[config.mk]
export PLATFORM = sky130hd
export DESIGN_NAME = game_progress_fsm
export DESIGN_NICKNAME = d
export VERILOG_FILES = /design/src/rtl/game_pkg.sv /design/src/rtl/hold_timer.sv /design/src/rtl/game_progress_fsm.sv
export SDC_FILE = /design/constraint.sdc
export NUM_CORES = 1
export LEC_CHECK = 0
export CORE_UTILIZATION = 60
export DETAILED_ROUTE_END_ITERATION = 6
export HOLD_SLACK_MARGIN = 0.12
export PLACE_DENSITY = 0.93
export SETUP_SLACK_MARGIN = 0.3
export SLEW_MARGIN = 15
export SYNTH_ARGS = -nofsm -noshare
export SYNTH_HDL_FRONTEND = slang
export SYNTH_SLANG_ARGS = --single-unit
export TNS_END_PERCENT = 100
[constraint.sdc]
create_clock -name clk -period 4.1 [get_ports clk]
set_input_delay 0.615 -clock clk [delete_from_list [all_inputs] [get_ports clk]]
set_output_delay 0.615 -clock clk [all_outputs]
set_load 0.02 [all_outputs]
[src/rtl/game_pkg.sv]
// Shared codes for the maze game: game state encoding, player outcome codes
// and the hold-counter width helper used by the progress controller.
package game_pkg;

  localparam logic [2:0] START     = 3'd0;
  localparam logic [2:0] PLAYING   = 3'd1;
  localparam logic [2:0] LEVEL_INC = 3'd2;
  localparam logic [2:0] WORLD_INC = 3'd3;
  localparam logic [2:0] LIFE_LOST = 3'd4;
  localparam logic [2:0] LOSE      = 3'd5;
  localparam logic [2:0] WIN       = 3'd6;

  typedef enum logic [2:0] {
    S_START     = START,
    S_PLAYING   = PLAYING,
    S_LEVEL_INC = LEVEL_INC,
    S_WORLD_INC = WORLD_INC,
    S_LIFE_LOST = LIFE_LOST,
    S_LOSE      = LOSE,
    S_WIN       = WIN
  } game_state_t;

  localparam logic [1:0] PS_PLAYING = 2'd0;
  localparam logic [1:0] PS_PASS    = 2'd1;
  localparam logic [1:0] PS_DIED    = 2'd2;

  localparam int DEFAULT_SCREEN_HOLD = 50_000_000;

  // Enough bits to hold the value SCREEN_HOLD itself, so SCREEN_HOLD=1 still gets one bit.
  function automatic int hold_width(input int hold);
    return $clog2(hold + 1);
  endfunction

  localparam int HOLD_W = hold_width(DEFAULT_SCREEN_HOLD);

endpackage

[src/rtl/hold_timer.sv]
// Counts 0..SCREEN_HOLD-1 while enabled and pulses done on the terminal count,
// clearing itself so back-to-back holds each last exactly SCREEN_HOLD cycles.
module hold_timer
  import game_pkg::*;
#(
  parameter int SCREEN_HOLD = DEFAULT_SCREEN_HOLD
) (
  input  logic clk,
  input  logic rst,
  input  logic clr,
  input  logic en,
  output logic done
);

  localparam int CW = hold_width(SCREEN_HOLD);
  localparam logic [CW-1:0] LAST = CW'(SCREEN_HOLD - 1);

  logic [CW-1:0] count;

  assign done = en && (count == LAST);

  always_ff @(posedge clk) begin
    if (rst || clr || done) begin
      count <= '0;
    end else if (en) begin
      count <= count + CW'(1);
    end
  end

endmodule

[src/rtl/game_progress_fsm.sv]
// Game-progress controller: tracks world, level and lives from player outcome
// codes and the start button, and sequences start/play/transition/end phases.
module game_progress_fsm
  import game_pkg::*;
#(
  parameter int NUM_WORLDS       = 4,
  parameter int LEVELS_PER_WORLD = 4,
  parameter int START_LIVES      = 3,
  parameter int MAX_LIVES        = 9,
  parameter int SCREEN_HOLD      = DEFAULT_SCREEN_HOLD
) (
  input  logic       clk,
  input  logic       rst,
  input  logic       start_btn,
  input  logic [1:0] player_status,
  output logic [2:0] game_status,
  output logic [2:0] world,
  output logic [2:0] level,
  output logic [3:0] lives,
  output logic       round_start
);

  localparam logic [2:0] LAST_WORLD = 3'(NUM_WORLDS - 1);
  localparam logic [2:0] LAST_LEVEL = 3'(LEVELS_PER_WORLD - 1);
  localparam logic [3:0] INIT_LIVES = 4'(START_LIVES);
  localparam logic [3:0] LIVES_CAP  = 4'(MAX_LIVES);

  game_state_t state_q, state_d;
  logic [2:0]  world_q, world_d;
  logic [2:0]  level_q, level_d;
  logic [3:0]  lives_q, lives_d;
  logic        arm_q, arm_d;
  logic        start_btn_q;
  logic        round_start_q, round_start_d;
  logic        start_edge;
  logic        in_hold;
  logic        hold_done;

  // start_btn_q resets high so a button held through reset does not count as a press.
  assign start_edge = start_btn & ~start_btn_q;

  assign in_hold = (state_q == S_LEVEL_INC) || (state_q == S_WORLD_INC) ||
                   (state_q == S_LIFE_LOST);

  hold_timer #(
    .SCREEN_HOLD(SCREEN_HOLD)
  ) u_hold_timer (
    .clk (clk),
    .rst (rst),
    .clr (~in_hold),
    .en  (in_hold),
    .done(hold_done)
  );

  always_ff @(posedge clk) begin
    if (rst) begin
      state_q       <= S_START;
      world_q       <= '0;
      level_q       <= '0;
      lives_q       <= INIT_LIVES;
      arm_q         <= 1'b0;
      start_btn_q   <= 1'b1;
      round_start_q <= 1'b0;
    end else begin
      state_q       <= state_d;
      world_q       <= world_d;
      level_q       <= level_d;
      lives_q       <= lives_d;
      arm_q         <= arm_d;
      start_btn_q   <= start_btn;
      round_start_q <= round_start_d;
    end
  end

  // Arming requires a fresh PS_PLAYING sample, so stale pass/died codes from the
  // previous round cannot retrigger an event right after re-entering PLAYING.
  always_comb begin
    state_d = state_q;
    world_d = world_q;
    level_d = level_q;
    lives_d = lives_q;
    arm_d   = (state_q == S_PLAYING) && (arm_q || (player_status == PS_PLAYING));

    case (state_q)
      S_START: begin
        if (start_edge) begin
          state_d = S_PLAYING;
        end
      end
      S_PLAYING: begin
        if (arm_q && (player_status == PS_PASS)) begin
          if (level_q < LAST_LEVEL) begin
            state_d = S_LEVEL_INC;
            level_d = level_q + 3'd1;
          end else if (world_q < LAST_WORLD) begin
            state_d = S_WORLD_INC;
            level_d = '0;
            world_d = world_q + 3'd1;
            if (lives_q < LIVES_CAP) begin
              lives_d = lives_q + 4'd1;
            end
          end else begin
            state_d = S_WIN;
          end
        end else if (arm_q && (player_status == PS_DIED)) begin
          if (lives_q > 4'd1) begin
            state_d = S_LIFE_LOST;
            lives_d = lives_q - 4'd1;
          end else begin
            state_d = S_LOSE;
            lives_d = '0;
          end
        end
      end
      S_LEVEL_INC, S_WORLD_INC, S_LIFE_LOST: begin
        if (hold_done) begin
          state_d = S_PLAYING;
        end
      end
      S_LOSE, S_WIN: begin
        if (start_edge) begin
          state_d = S_START;
          world_d = '0;
          level_d = '0;
          lives_d = INIT_LIVES;
        end
      end
      default: begin
        state_d = S_START;
      end
    endcase

    round_start_d = (state_d == S_PLAYING) && (state_q != S_PLAYING);
  end

  assign game_status = state_q;
  assign world       = world_q;
  assign level       = level_q;
  assign lives       = lives_q;
  assign round_start = round_start_q;

endmodule

Yosys cells after proc, flatten, opt, wreduce, memory -nomap -nowiden:

Index checks and enable logic that the tools add are counted.

* bits in registers: 42
* input bits: 5
* output and inout port bits: 14
* logic and storage cells: 84

* add/subtract/negate cells: 5
* $lt $le $gt $ge: 4
* equality and inequality tests: 20
* mux-type cells: 26
* bitwise logic cells: 3
* reductions and logical operators: 18

Operators by type and width (number)
* 2-to-1 mux 3 bit: 14
* 2-to-1 mux 4 bit: 7
* adder 26 x 1 -> 26 bit (second input constant): 1
* == test 26 bit (second input constant): 1
* case mux 3 bit (2 select lines): 2
* case mux 3 bit (4 select lines): 1
* == test 3 bit (second input constant): 3
* inequality test 3 x 1 -> 1 bit (second input constant): 3
* case mux 4 bit (2 select lines): 1
* adder 3 x 1 -> 3 bit (second input constant): 2
* == test 3 x 1 -> 1 bit (second input constant): 2
* == test 3 x 2 -> 1 bit (second input constant): 2
* < comparator 3 x 2 -> 1 bit (second input constant): 2
* inequality test 3 x 2 -> 1 bit (second input constant): 2
* AND reduction 6 bit: 1
* logical AND 1 bit: 5
* logical OR 1 bit: 5
* AND reduction 5 bit: 1
* adder 4 x 1 -> 4 bit (second input constant): 1
* > comparator 4 x 1 -> 1 bit (second input constant): 1
* < comparator 4 bit (second input constant): 1
* inequality test 2 x 1 -> 1 bit (second input constant): 2
* inequality test 2 bit (second input constant): 2
* AND reduction 4 bit: 1
* 12 further kinds: 13

Longest topological paths before layout:

* depth in word-level cells: 8
* mapped depth: 8
* mapped depth without buffers: 7

Hierarchy:

A second synthesis with hierarchy kept.

* cells, all modules: 269
* area, all modules: 2379.8 µm²

By module, submodules not included
* hold_timer: instances 1, cells an instance 142, area an instance 1307.5 µm², seq. area each 520.5 µm²
* game_progress_fsm: instances 1, cells an instance 127, area an instance 1072.3 µm², seq. area each 320.3 µm²

Worst setup path after synthesis:

No wires, ideal clock.

* path type: register to register
* from: reg state_q[0] (netlist: game_status[0])
* to: reg u_hold_timer.count[17]
* setup time: 0.115 ns
* data arrival time: 2.215 ns
* data required time: 3.985 ns
* setup slack: 1.771 ns
* stages on the path, launching flop included: 9
* buffers on the path: 3
* clock period less this slack: 2.329 ns
* cell sequence: dfxtp_1 -> buf_2 -> or3b_1 -> buf_2 -> a211o_1 -> or4_4 -> nand3_4 -> buf_6 -> nor2_1

* cells in the longest elaborated chain, start to end: 6
* elaborated cells on any way between the ends: 9

Ends and longest elaborated chain
* start, declared: line game_progress_fsm.sv:28 `game_state_t state_q, state_d;`
* start signal, assigned: line game_progress_fsm.sv:65 `state_q <= state_d;`
* == test 3 x 2 -> 1 bit: line game_progress_fsm.sv:42 `assign in_hold = (state_q == S_LEVEL_INC) || (state_q == S_WORLD_INC) ||`
* logical OR 1 bit: line game_progress_fsm.sv:42
* logical OR 1 bit (*): line game_progress_fsm.sv:42
* inverter 1 bit: line game_progress_fsm.sv:50 `.clr (~in_hold),`
* logical OR 1 bit (2 in a row): line hold_timer.sv:23 `if (rst || clr || done) begin`
* end signal, assigned: line hold_timer.sv:26 `count <= count + CW'(1);`
* end, declared: line hold_timer.sv:18 `logic [CW-1:0] count;`

Mark *: on every way between the ends. The rest lies on a longest branch, timed or not.
A chain may end at the register's enable or synchronous reset.

Worst setup path in the final report:

* from: reg state_q[2] (netlist: game_status[2])
* to: reg u_hold_timer.count[14]

Same word-level chain as after synthesis.

==> metrics <==
status=finished clean; synth warn=0; Final WS setup=1.67 ns; Setup TNS=0 ns; Slew Viols, Final=0; peak supply drop=0.249 mV; Top delay family on crit path=simple AND/OR/NAND/NOR gates; total grt overflow=0; Post-synth EDFFs=0; commonest non-fill, non-tap cell in the layout=nor2_1; Starting Density=0.649; #FFs+latches synth=42; CTS tree=done; die width=63.3 um; crit-path cells=or3b_1 > a211o_1 > or4_4 > nand3_4 > nor2_1; die height=63.3 um; switching pwr=0.000166 W; hold buffers post-CTS=0; share of power burned in registers=0.582; combinational share of power=0.040; Async S/R FF share, synth=0; largest area contributor in the netlist=dfxtp_1; Syn Nets=283; Slew @ Worst Pin=0.575 ns; first-pass GRT wire length=8180 um; metal2 WL=2110 um; clk sinks=42; H-tree level count=2; WP data arrival=2.61 ns; core area=3470 um2; clock root cell=clkbuf_8; Final #Nets=297; Synth cell types=46; critical path class=reg2reg; CP Capture Type=flip-flop; Critical Path Slowest Stage Cell=or4_4; antenna violations before repair=0; Ports=19; Max-Cap Viols=0; Pwr per Cell Area=282 nW/um2; # diodes=0; pre-CTS setup slack=1.45 ns; post-synthesis sequential area ratio=0.373; port buffer count=18; DRT iter0 DRCs=113; Gate Count Post-Synth=272; Die ar.=4000 um2; row count=21; vias per inst=5.97; Residual DRC=0; DR WL/cell=14.1 um; area grow syn2layout=11.6%; HPWL Detailed=3400 um; CP max FO=26; vias in the first global route=1782; Skew-Pair Late Insertion Delay=0.31 ns; CP max stage delay=0.62 ns; syn_area_per_cell=8.28 um2; Sw Share=0.235; most frequent cells in the layout=50 x nor2_1, 42 x dfxtp_1, 25 x xnor2_1, 18 x clkdlybuf4s50_1, 14 x nand2_1; Int Power=0.000542 W; RSZ-0062 raised after global routing=no; crit path time final=2.43 ns; synthesized area=2250 um2; GP Congestion=0.892; final WL=4680 um; Final ANT Viol Nets=0; Synth area leaders=dfxtp_1 37%, xnor2_1 9.7%, nor2_1 8.3%; Final Hold Viols=0; WP data required=4.28 ns; CP Launch Type=flip-flop; area share of the largest cell type after synthesis=0.373; vias=1988; all-layer global routing usage=0.259; met1 wire length=2210 um; Pleak=0.842 nW; largest net degree at the start of global routing=27; share of cells above drive strength 1=0.0488; Clk pwr share=0.378; maximum clock rate=412 MHz; uppermost layer routed=met4; final setup fails=0; placed cell count=325; cts bufs inserted=5; TritonRoute pass-1 iters=4; PostCTS Resize Cnt=0; top_reg_cell synth=dfxtp_1; Final Cycle Share=0.593; fin cells=333; clock tree buffer depth=2; DR WL met3=241 um; post-CTS setup buffers=0; Clk pin slew, worst setup/hold paths=0.08 ns; Worst slew margin=0.614; Worst Path Buf+Inv=0; clock skew=0.0144 ns; Hold WS=0.471 ns; min-delay worst type=reg2reg
## worst paths after layout
check	startpoint	end	slack [ns]	cells past startpoint
setup reg to reg	game_status[2]$_SDFF_PP0_	u_hold_timer.count[14]$_SDFFE_PP0P_	1.67	5
hold reg to reg	u_hold_timer.count[0]$_SDFFE_PP0P_	u_hold_timer.count[0]$_SDFFE_PP0P_	0.47	1
hold / removal	u_hold_timer.count[0]$_SDFFE_PP0P_	u_hold_timer.count[0]$_SDFFE_PP0P_	0.47	1
setup / recovery	game_status[2]$_SDFF_PP0_	u_hold_timer.count[14]$_SDFFE_PP0P_	1.67	5
## registers in the layout, summed over array words and instances (netlist names)
name                cells
round_start             1
u_hold_timer.count     26
world                   3
arm_q                   1
start_btn_q             1
game_status             3
level                   3
lives                   4
## worst reg2reg max path, cell delays in order (launching register included)
cell and delay [ns]:
dfxtp_1 0.46, or3b_1 0.47, a211o_1 0.38, or4_4 0.62, nand3_4 0.28, nor2_1 0.10
## power groups by stage
stage	Sequential (W)	Combinational [W]	Clock [W]
floorplan	0.000422	0.0000169	0
global placement	0.000422	0.0000268	0
detailed placement	0.000422	0.0000277	0
CTS	0.000412	0.0000280	0.000273
global route	0.000413	0.0000306	0.000288
finish	0.000412	0.0000281	0.000268
## cell families (layout without fill, tap and decap cells)
| kind of cell | after synthesis | after routing | synth area share |
|---|---|---|---|
| compound gates | 40 | 40 | 0.123 |
| flops | 42 | 42 | 0.373 |
| fa+ha+maj | 6 | 6 | 0.0333 |
| xor+xnor | 25 | 25 | 0.0972 |
| mux | 3 | 3 | 0.0133 |
| buf+inv | 24 | 39 | 0.0511 |
| simple gates | 132 | 132 | 0.308 |
## synth_stat cells (all sizes together), types with 4 or more instances
library cell and number:
inv 13, o21ai 9, nor3 11, nand2 14, nand2b 4, nor4 7
buf 5, nand4 5, nand3 11, and3 6, xnor2 25, clkbuf 6
a211o 4, ha 6, nor2 50, a21oi 9, or4 5, dfxtp 42
## final cells by class
| cell class | instances | area (um2) |
|---|---|---|
| Multi-Input combinational cell | 206 | 1300 |
| Inverter | 13 | 48.8 |
| Clock inverter | 3 | 21.3 |
| Clock buffer | 5 | 68.8 |
| Fill cell | 252 | 955 |
| Tap cell | 46 | 57.6 |
| Timing Repair Buffer | 18 | 180 |
| Sequential cell | 42 | 841 |
## metal layers
metal / vias to the layer above / global-route usage
li1: 991 / -
met5: - / 0
met1: 924 / 0.340
met3: 13 / 0.0417
met2: 60 / 0.410
met4: 0 / 0.128
## stage by stage
stage	total power (W)	utilization	instance area, um2
2_1_floorplan	0.000439	-	2250
3_3_place_gp	0.000449	0.699	2420
3_5_place_dp	0.000450	0.699	2420
4_1_cts	0.000714	0.725	2510
5_1_grt	0.000732	0.725	2510
6_report	0.000708	0.725	2510
Power figures use the tool's default switching activity.
